**src/rtl/stack_queue.sv**
```systemverilog
// Shared-storage LIFO/FIFO buffer with peek, registered read plus valid strobe, and sticky error flags.
// Pop-to-data_out latency is one clock; push-when-full and pop-when-empty are dropped and flagged, never stalled.
module stack_queue #(
  parameter int WIDTH = 8,
  parameter int DEPTH = 8,
  localparam int CW = $clog2(DEPTH + 1)
) (
  input  logic             clk,
  input  logic             resetN,
  input  logic             push,
  input  logic             pop,
  input  logic [WIDTH-1:0] data_in,
  input  logic             mode,
  input  logic             clear_err,
  output logic [WIDTH-1:0] data_out,
  output logic             out_valid,
  output logic [WIDTH-1:0] top,
  output logic [CW-1:0]    count,
  output logic             full,
  output logic             empty,
  output logic             overflow,
  output logic             underflow
);

  localparam int AW = $clog2(DEPTH);

  logic [WIDTH-1:0] mem [DEPTH];

  logic [AW-1:0]    rd_ptr_q, rd_ptr_d, wr_ptr_q, wr_ptr_d;
  logic [CW-1:0]    count_q, count_d;
  logic [WIDTH-1:0] data_out_q, data_out_d;
  logic             out_valid_q, out_valid_d;
  logic             overflow_q, overflow_d;
  logic             underflow_q, underflow_d;
  logic             mode_q, mode_d;

  logic             mem_we;
  logic [AW-1:0]    mem_waddr;
  logic [AW-1:0]    lifo_ptr;
  logic [WIDTH-1:0] top_raw;

  assign empty    = (count_q == '0);
  assign full     = (count_q == CW'(DEPTH));
  assign lifo_ptr = wr_ptr_q - AW'(1);
  assign top_raw  = mode_q ? mem[rd_ptr_q] : mem[lifo_ptr];

  always_comb begin
    rd_ptr_d    = rd_ptr_q;
    wr_ptr_d    = wr_ptr_q;
    count_d     = count_q;
    data_out_d  = data_out_q;
    out_valid_d = 1'b0;
    overflow_d  = overflow_q & ~clear_err;
    underflow_d = underflow_q & ~clear_err;
    mode_d      = (empty && !push) ? mode : mode_q;
    mem_we      = 1'b0;
    mem_waddr   = wr_ptr_q;

    unique case ({push, pop})
      2'b10: begin
        if (full) begin
          overflow_d = 1'b1;
        end else begin
          mem_we   = 1'b1;
          wr_ptr_d = wr_ptr_q + AW'(1);
          count_d  = count_q + CW'(1);
        end
      end
      2'b01: begin
        if (empty) begin
          underflow_d = 1'b1;
        end else begin
          data_out_d  = top_raw;
          out_valid_d = 1'b1;
          count_d     = count_q - CW'(1);
          if (mode_q) rd_ptr_d = rd_ptr_q + AW'(1);
          else        wr_ptr_d = lifo_ptr;
        end
      end
      2'b11: begin
        out_valid_d = 1'b1;
        if (empty) begin
          data_out_d = data_in;
        end else begin
          // The read of the old entry happens before the write lands, so a full FIFO can reuse rd==wr safely.
          data_out_d = top_raw;
          mem_we     = 1'b1;
          if (mode_q) begin
            wr_ptr_d = wr_ptr_q + AW'(1);
            rd_ptr_d = rd_ptr_q + AW'(1);
          end else begin
            mem_waddr = lifo_ptr;
          end
        end
      end
      default: ;
    endcase
  end

  always_ff @(posedge clk or negedge resetN) begin
    if (!resetN) begin
      rd_ptr_q    <= '0;
      wr_ptr_q    <= '0;
      count_q     <= '0;
      data_out_q  <= '0;
      out_valid_q <= 1'b0;
      overflow_q  <= 1'b0;
      underflow_q <= 1'b0;
      mode_q      <= 1'b0;
    end else begin
      rd_ptr_q    <= rd_ptr_d;
      wr_ptr_q    <= wr_ptr_d;
      count_q     <= count_d;
      data_out_q  <= data_out_d;
      out_valid_q <= out_valid_d;
      overflow_q  <= overflow_d;
      underflow_q <= underflow_d;
      mode_q      <= mode_d;
    end
  end

  always_ff @(posedge clk) begin
    if (mem_we) mem[mem_waddr] <= data_in;
  end

  assign data_out  = data_out_q;
  assign out_valid = out_valid_q;
  assign top       = empty ? '0 : top_raw;
  assign count     = count_q;
  assign overflow  = overflow_q;
  assign underflow = underflow_q;

endmodule

```
**config.mk**
```make
export PLATFORM = sky130hd
export DESIGN_NAME = stack_queue
export DESIGN_NICKNAME = d
export VERILOG_FILES = /design/src/rtl/stack_queue.sv
export SDC_FILE = /design/constraint.sdc
export NUM_CORES = 1
export LEC_CHECK = 0
export CORE_ASPECT_RATIO = 1.1
export CORE_MARGIN = 1.5
export CORE_UTILIZATION = 50
export DETAILED_ROUTE_END_ITERATION = 8
export GPL_TIMING_DRIVEN = 0
export PLACE_DENSITY = 0.76
export SETUP_SLACK_MARGIN = 0.4
export SKIP_CTS_REPAIR_TIMING = 1
export SLEW_MARGIN = 20
export SYNTH_ARGS = -nofsm -noshare
export SYNTH_HDL_FRONTEND = slang
export SYNTH_SLANG_ARGS = --single-unit
```
**constraint.sdc**
```tcl
create_clock -name clk -period 3.9 [get_ports clk]
set_input_delay 0.78 -clock clk [delete_from_list [all_inputs] [get_ports clk]]
set_output_delay 0.78 -clock clk [all_outputs]
set_load 0.1 [all_outputs]
```
* Word level (Yosys, flattened, before mapping)
Memory sizes are Yosys's and may differ from the RTL's. Cells that the tools add are included.
Storage, ports and cells: register bits after elaboration 22, latch bits 0, memory bits (writable) 64, bits in read-only memories 0, input port bits 14, output and inout bits 25, word-level logic and storage cells 62, memories kept 1
Memory list:
- mem | depth 8, width 8, read ports 2, clocked after memory_dff 0, write ports 1, line 27 | logic [WIDTH-1:0] mem [DEPTH];
Operators by class: $add $sub $neg 5, multipliers 0, divide/modulo/power cells 0, magnitude comparators 0, equality and inequality tests 8, shift operators 0, muxes and demuxes 25, bitwise logic cells 4, reduce and logical (&&, ||, !) cells 11
Operators with widths (count):
- $mux 8 | 4
- $mux 3 | 6
- $pmux 8 s2 | 1
- $pmux 3 s3 | 1
- $mux 1 | 8
- $mux 4 | 2
- $ne 2x2->1 const B | 4
- $pmux 4 s2 | 1
- $add 3x1->3 const B | 2
- $reduce_and 3->1 | 2
- $add 4x1->4 const B | 1
- $eq 2x2->1 const B | 2
- $eq 4x4->1 const B | 1
- $logic_not 4->1 | 1
- $pmux 1 s2 | 2
- $reduce_and 4->1 | 1
- $reduce_bool 2->1 | 2
- $sub 4x1->4 const B | 1
- $reduce_bool 3->1 | 1
- $sub 3x1->3 const B | 1
- $and 1x1->1 | 2
- $eq 2x1->1 const B | 1
- $not 1->1 | 2
- $reduce_and 2->1 | 1
- 3 further kinds | 3

* Longest topological paths before layout
Gate-level depths: netlist of the first run.
word-level depth 5, mapped depth 9, depth with buffers taken out 7

* Worst setup path after synthesis of the first run
Ideal clock, no wire load.
path kind register -> output, start point register wr_ptr_q[0], end point output port top[5], arrival 3440 ps, required time 3120 ps, slack -320 ps, stages on the path, launching flop included 10, buffers on the path 3, path through dfrtp_1 > buf_6 > buf_6 > inv_1 > ha_1 > xor2_4 > buf_6 > mux4_2 > mux2_2 > nor2_1
On the way: word-level cells in the longest chain between the ends 4
Ends and longest elaborated chain:
- from (decl) | line 29 | logic [AW-1:0] rd_ptr_q, rd_ptr_d, wr_ptr_q, wr_ptr_d;
- from (signal assigned) | line 112 | wr_ptr_q <= wr_ptr_d;
- $sub 3x1->3 | line 44 | assign lifo_ptr = wr_ptr_q - AW'(1);
- $mem_v2 8x8
- $mux 8 | line 45 | assign top_raw = mode_q ? mem[rd_ptr_q] : mem[lifo_ptr];
- $mux 8 | line 128 | assign top = empty ? '0 : top_raw;
- to (decl) | line 17 | output logic [WIDTH-1:0] top,
No other way between the ends.

* Final worst setup path of the first run
start point register wr_ptr_q[0], end point output port top[2]
The elaborated chain is that of the path after synthesis.

==> run_results.csv, run 1 <==
group,metric,value,unit
drt,antenna_left,0,
setup_path,cp_max_fo,6,
clock_network,cts_buffer_depth,2,
synthesis,postSynth.asyncResetShare,25.6,%
setup_path,cp_slowest_cell,"mux4_2",
setup_path,cp.required,3.12,ns
synthesis,ys_seq_elements,86,
die,die-area,9390,µm²
clock_network,cts_buffers,9,
placed_design,io_buffers,38,
finish,drive_gt1_share,29.2,%
synthesis,synth_edf_count,64,
run_status,outcome,"finished clean",
clock_network,clkTransAtPathRegs,0.09,ns
timing,fmax,276,MHz
placed_design,place_ws,-0.578,ns
worst_hold_path,hold_class,"input port to async pin",
drt,wl_per_cell,23.3,µm
setup_path,critPathCaptureType,"primary output",
drt,remaining_drc_errors,0,
die,io_pins,39,
synthesis,yosysWarningCount,0,
synthesis,synth_commonest_cells,"edfxtp_1 (64), mux2i_1 (41), mux4_2 (24)",
grt,antenna_found_initial,0,
setup_path,crit_chain,"buf_8 -> buf_12 -> clkinvlp_4 -> ha_4 -> xor2_4 -> buf_12 -> mux4_2 -> mux2_4 -> nor2_4 -> buf_12",
setup_path,criticalPathCategory,"flop to primary output",
setup_path,cp-start-kind,"flop",
drt,dr.pass1.iters,4,
synthesis,synthTopCellsByArea,"edfxtp_1 (44%), dfrtp_1 (12%), mux4_2 (12%), mux2i_1 (9.3%), mux2_2 (2.8%)",
timing,relSlewSlack,27.2,%
die,die_y,101,µm
timing,setup_viol,0,
finish,diodes,0,
die,start_util,52.2,%
timing,setup_ws,0.273,ns
placed_design,place.gp.congestion,0.835,
synthesis,synthCells,291,
synthesis,synth_ff_type,"edfxtp_1",
synthesis,yosysMostFrequentCell,"edfxtp_1",
timing,post-route-min-period,3.63,ns
finish,num-nets-final,374,
drt,first_iter_violations,235,
timing,fin_worst_skew,0.00828,ns
timing,final.period_utilization,93.0,%
setup_path,cp_common_cell,"buf_12",
synthesis,synth_seq_area_share,56.1,%
clock_network,cts_tree,"done",
clock_network,clkSinkCount,86,
finish,syn_to_final_growth,23.4,%
timing,worstMarginPinSlew,1.09,ns
placed_design,post-dp-hpwl,6920,µm
synthesis,ys_types,44,
grt,grt_pass1_wl,16300,µm
die,num_rows,35,
setup_path,worstPathArrival,2.85,ns
timing,finalMaxSlewViolations,0,
synthesis,yosysTopAreaCell,"edfxtp_1",
finish,nFillCells,624,
grt,first_global_vias,2996,
drt,via_per_inst,6.06,
drt,wirelength,10900,µm
clock_network,clkLatencyLatePin,0.35,ns
drt,vias,2847,
timing,hold_viol,0,
synthesis,synthDominantCellAreaShare,43.6,%
grt,globalRouteTotalUtil,24.3,%
setup_path,worst_path_largest_cell_delay,0.49,ns
grt,grt_max_degree,23,
synthesis,syn-cell-area,4410,µm²
timing,setup_tns,0,ns
timing,rsz0062_at_grt,"true",
synthesis,syn-num-nets,311,
synthesis,syn_area_per_cell,15.2,µm²
die,die_w,92.5,µm
grt,grt-ovfl-total,0,
run,drv_cap,0,
clock_network,htree_levels,3,
die,core-area,8450,µm²
clock_network,root_buffer,"clkbuf_8",
-- worst max-delay path: cells and delay by family (launching register included) --
kind	cells	cell delay (ns)
multiplexers	2	0.79
adder cells (fa/ha/maj)	1	0.19
buffers and inverters	5	0.73
AND/OR/NAND/NOR	1	0.14
flip-flops	1	0.40
XOR/XNOR	1	0.23
-- metrics by stage --
step	std cells	hold WS (ns)	instance area [µm²]	util (%)
2_1_floorplan	291	0.484	4460	-
4_1_cts	456	0.427	5180	61.3
6_report	470	0.418	5440	64.4
5_1_grt	470	0.442	5440	64.4
3_3_place_gp	440	0.518	4980	59.0
3_5_place_dp	440	0.541	4980	58.9
-- final cells by class --
type / count / area, µm² / area share (%)
tap: 111 / 139 / 2.55
sequential: 86 / 2470 / 45.4
inverter: 10 / 41.3 / 0.759
buffer: 21 / 191 / 3.52
clock buffer: 10 / 138 / 2.53
clock inverter: 6 / 61.3 / 1.13
timing repair buffer: 52 / 581 / 10.7
multi-input combinational: 174 / 1820 / 33.4
-- sequential cells by signal (all words and copies together) (netlist names) --
| signal | flops |
|---|---|
| data_out | 8 |
| mode_q | 1 |
| rd_ptr_q | 3 |
| wr_ptr_q | 3 |
| count | 4 |
| mem | 64 |
| overflow | 1 |
| underflow | 1 |
| out_valid | 1 |
-- logic make-up after synthesis --
kind of cell,after synthesis,share of synthesized area (%)
flops,86,56.1
mux,76,24.4
compound gates,43,6.30
simple gates,40,4.48
buf+inv,31,4.68
xor+xnor,9,2.21
fa+ha+maj,6,1.87
-- per-layer routing --
layer | vias to the layer above | global-route usage (%) | routed length, µm
met1 | 1427 | 29.9 | 4080
li1 | 1255 | - | -
met3 | 28 | 4.95 | 975
met5 | - | 0 | 0
met2 | 137 | 42.0 | 5630
met4 | 0 | 9.82 | 257
-- layout by cell type (no fill, tap or decap), types with 2 or more instances in the layout --
cell type / netlist / final
edfxtp_1: 64 / 64
mux2i_1: 41 / 41
clkdlybuf4s50_1: 0 / 28
mux4_2: 24 / 24
dfrtp_1: 22 / 22
buf_4: 2 / 15
nor2_1: 22 / 14
a21oi_1: 13 / 13
buf_12: 1 / 11
o22ai_1: 11 / 11
clkbuf_8: 0 / 10
inv_1: 9 / 8
nor2_4: 0 / 8
mux2_2: 11 / 7
xnor2_1: 7 / 7
o21ai_0: 6 / 6
clkbuf_1: 6 / 5
buf_6: 7 / 4
mux2_4: 0 / 4
nand2_1: 4 / 4
ha_1: 5 / 4
buf_2: 2 / 3
nand2b_1: 2 / 2
buf_8: 1 / 2
buf_1: 2 / 2
nor2b_1: 2 / 2
o221ai_1: 2 / 2
nor4b_1: 2 / 2
nor4_1: 2 / 2
a211oi_1: 2 / 2
nand3_1: 2 / 2
clkinv_2: 0 / 2
clkinv_4: 0 / 2
-- final timing paths --
kind                          endpoint  slack [ns]        start  cells past startpoint
min in group clk              overflow        0.55     overflow                      2
max in group asynchronous  data_out[3]        3.10       resetN                      1
max                             top[2]        0.27  wr_ptr_q[0]                     10
max reg2reg                  mem[4][4]        0.86  wr_ptr_q[0]                     10
min                          out_valid        0.42       resetN                      1
min reg2reg                   overflow        0.55     overflow                      2
Power of run 1 is left out: the tool's default activity adds up to more than one toggle a clock period on the data nets, which glitch-free logic cannot reach.
==> inputs of run 2 (changes only) <==
--- a/config.mk
+++ b/config.mk
@@ -11,6 +11,7 @@
 export DETAILED_ROUTE_END_ITERATION = 8
 export GPL_TIMING_DRIVEN = 0
 export PLACE_DENSITY = 0.76
+export RECOVER_POWER = 25
 export SETUP_SLACK_MARGIN = 0.4
 export SKIP_CTS_REPAIR_TIMING = 1
 export SLEW_MARGIN = 20
==> run 2 against run 1 <==
Effect of this change: cell area hardly changed; utilization about the same; wire length hardly changed; global-route usage stayed put; critical path depth unchanged; non-clock buffer count unchanged; hold slack better by 0.13 ns; register-to-register slack worse by 0.03 ns; die area stayed put; clock skew is essentially flat; first-iteration DRC count did not move; critical path type unchanged; critical endpoint unchanged.
==> run_results.csv, run 2 (same netlist as run 1, synthesis figures left out) <==
group,metric,value,unit
placed_design,place.gp.congestion,0.835,
clock_network,cts_tree,"done",
setup_path,cp_slowest_cell,"mux4_2",
grt,grt_max_degree,23,
setup_path,crit_family,"multiplexers",
setup_path,crit_chain,"buf_8 -> buf_12 -> clkinvlp_4 -> ha_4 -> xor2_4 -> buf_12 -> mux4_2 -> mux2_4 -> nor2_4 -> buf_12",
die,die_w,92.5,µm
die,die-area,9390,µm²
die,start_util,52.2,%
timing,relSlewSlack,6.79,%
placed_design,place_ws,-0.578,ns
drt,antenna_left,0,
grt,grt_pass1_wl,16300,µm
timing,fmax,276,MHz
setup_path,cp.required,3.12,ns
setup_path,worst_path_largest_cell_delay,0.49,ns
clock_network,cts_buffer_depth,2,
drt,dr.pass1.iters,5,
timing,final.period_utilization,92.9,%
setup_path,startpoint,"wr_ptr_q[0]",
setup_path,critical_path_buf_inv_count,5,
finish,regMostFlops,"mem",
clock_network,htree_levels,3,
die,core-area,8450,µm²
timing,setup_tns,0,ns
drt,via_per_inst,6.13,
grt,antenna_found_initial,0,
worst_hold_path,hold_start,"overflow",
finish,layout_commonest_cell,"edfxtp_1",
setup_path,reg2reg_from,"wr_ptr_q[0]",
timing,finalMaxSlewViolations,0,
placed_design,place_area,4980,µm²
drt,first_iter_violations,235,
finish,diodes,0,
clock_network,clkTransAtPathRegs,0.09,ns
setup_path,cp_max_fo,6,
worst_hold_path,hold_class,"flop to flop",
run_status,outcome,"finished clean",
grt,first_global_vias,2996,
finish,largest_reg_flops,64,
finish,drive_gt1_share,29.0,%
die,die_y,101,µm
clock_network,clkLatencyLatePin,0.35,ns
setup_path,cp-start-kind,"flop",
setup_path,cp_common_cell,"buf_12",
drt,wirelength,10900,µm
die,num_rows,35,
clock_network,clkSinkCount,86,
finish,num-nets-final,374,
finish,design_area,5440,µm²
die,io_pins,39,
setup_path,critPathCaptureType,"primary output",
timing,hold_viol,0,
setup_path,criticalPathCategory,"flop to primary output",
timing,fin_worst_skew,0.00846,ns
timing,post-route-min-period,3.62,ns
timing,worstMarginPinSlew,1.40,ns
run,drv_cap,0,
grt,grt-ovfl-total,0,
placed_design,post-dp-hpwl,6920,µm
timing,setup_ws,0.277,ns
timing,rsz0062_at_grt,"true",
drt,remaining_drc_errors,0,
drt,wl_per_cell,23.3,µm
finish,fin_util,64.4,%
setup_path,worstPathArrival,2.84,ns
drt,vias,2879,
timing,setup_viol,0,
clock_network,cts_buffers,9,
placed_design,io_buffers,38,
grt,globalRouteTotalUtil,24.3,%
finish,layout_common_cells,"edfxtp_1 (64), mux2i_1 (41), mux4_2 (24), clkdlybuf4s50_1 (24), dfrtp_1 (22)",
clock_network,root_buffer,"clkbuf_8",
finish,syn_to_final_growth,23.4,%
## run 2: final cells by class
cell class | count | area [µm²]
clock inverters | 6 | 61.3
repair buffers | 52 | 579
plain buffers | 21 | 191
inverters | 10 | 41.3
multi-input cells | 174 | 1820
well taps | 111 | 139
fillers | 625 | 3010
flip-flops and latches | 86 | 2470
clock buffers | 10 | 138
## run 2: worst min-delay path: cells and delay by family (launching register included)
family | cells | cell delay, ns
compound gates | 1 | 0.07
flops | 1 | 0.39
buf+inv | 1 | 0.05
## run 2: path summary, 6_finish.rpt
path / end / slack (ns) / cells after the start
worst max-delay path: top[2] / 0.28 / 10
worst min register to register: overflow / 0.55 / 2
min in group asynchronous: out_valid / 0.73 / 1
worst min-delay path: overflow / 0.55 / 2
max in group asynchronous: data_out[4] / 2.35 / 1
worst max register to register: mem[3][4] / 0.83 / 10
## run 2: through the flow
stage          hold slack, ns  std cells
6_report                0.549        470
5_1_grt                 0.574        470
4_1_cts                 0.427        456
3_5_place_dp            0.541        440
3_3_place_gp            0.518        440
2_1_floorplan           0.484        291
## run 2: per-layer routing
layer  wire length [µm]  GRT usage, %  vias up
met1               4170          29.9     1463
li1                   -             -     1256
met2               5780          42.0      133
met3                742          4.95       27
met5                  0             0        -
met4                255          9.82        0
Power of run 2 is left out for the same reason.
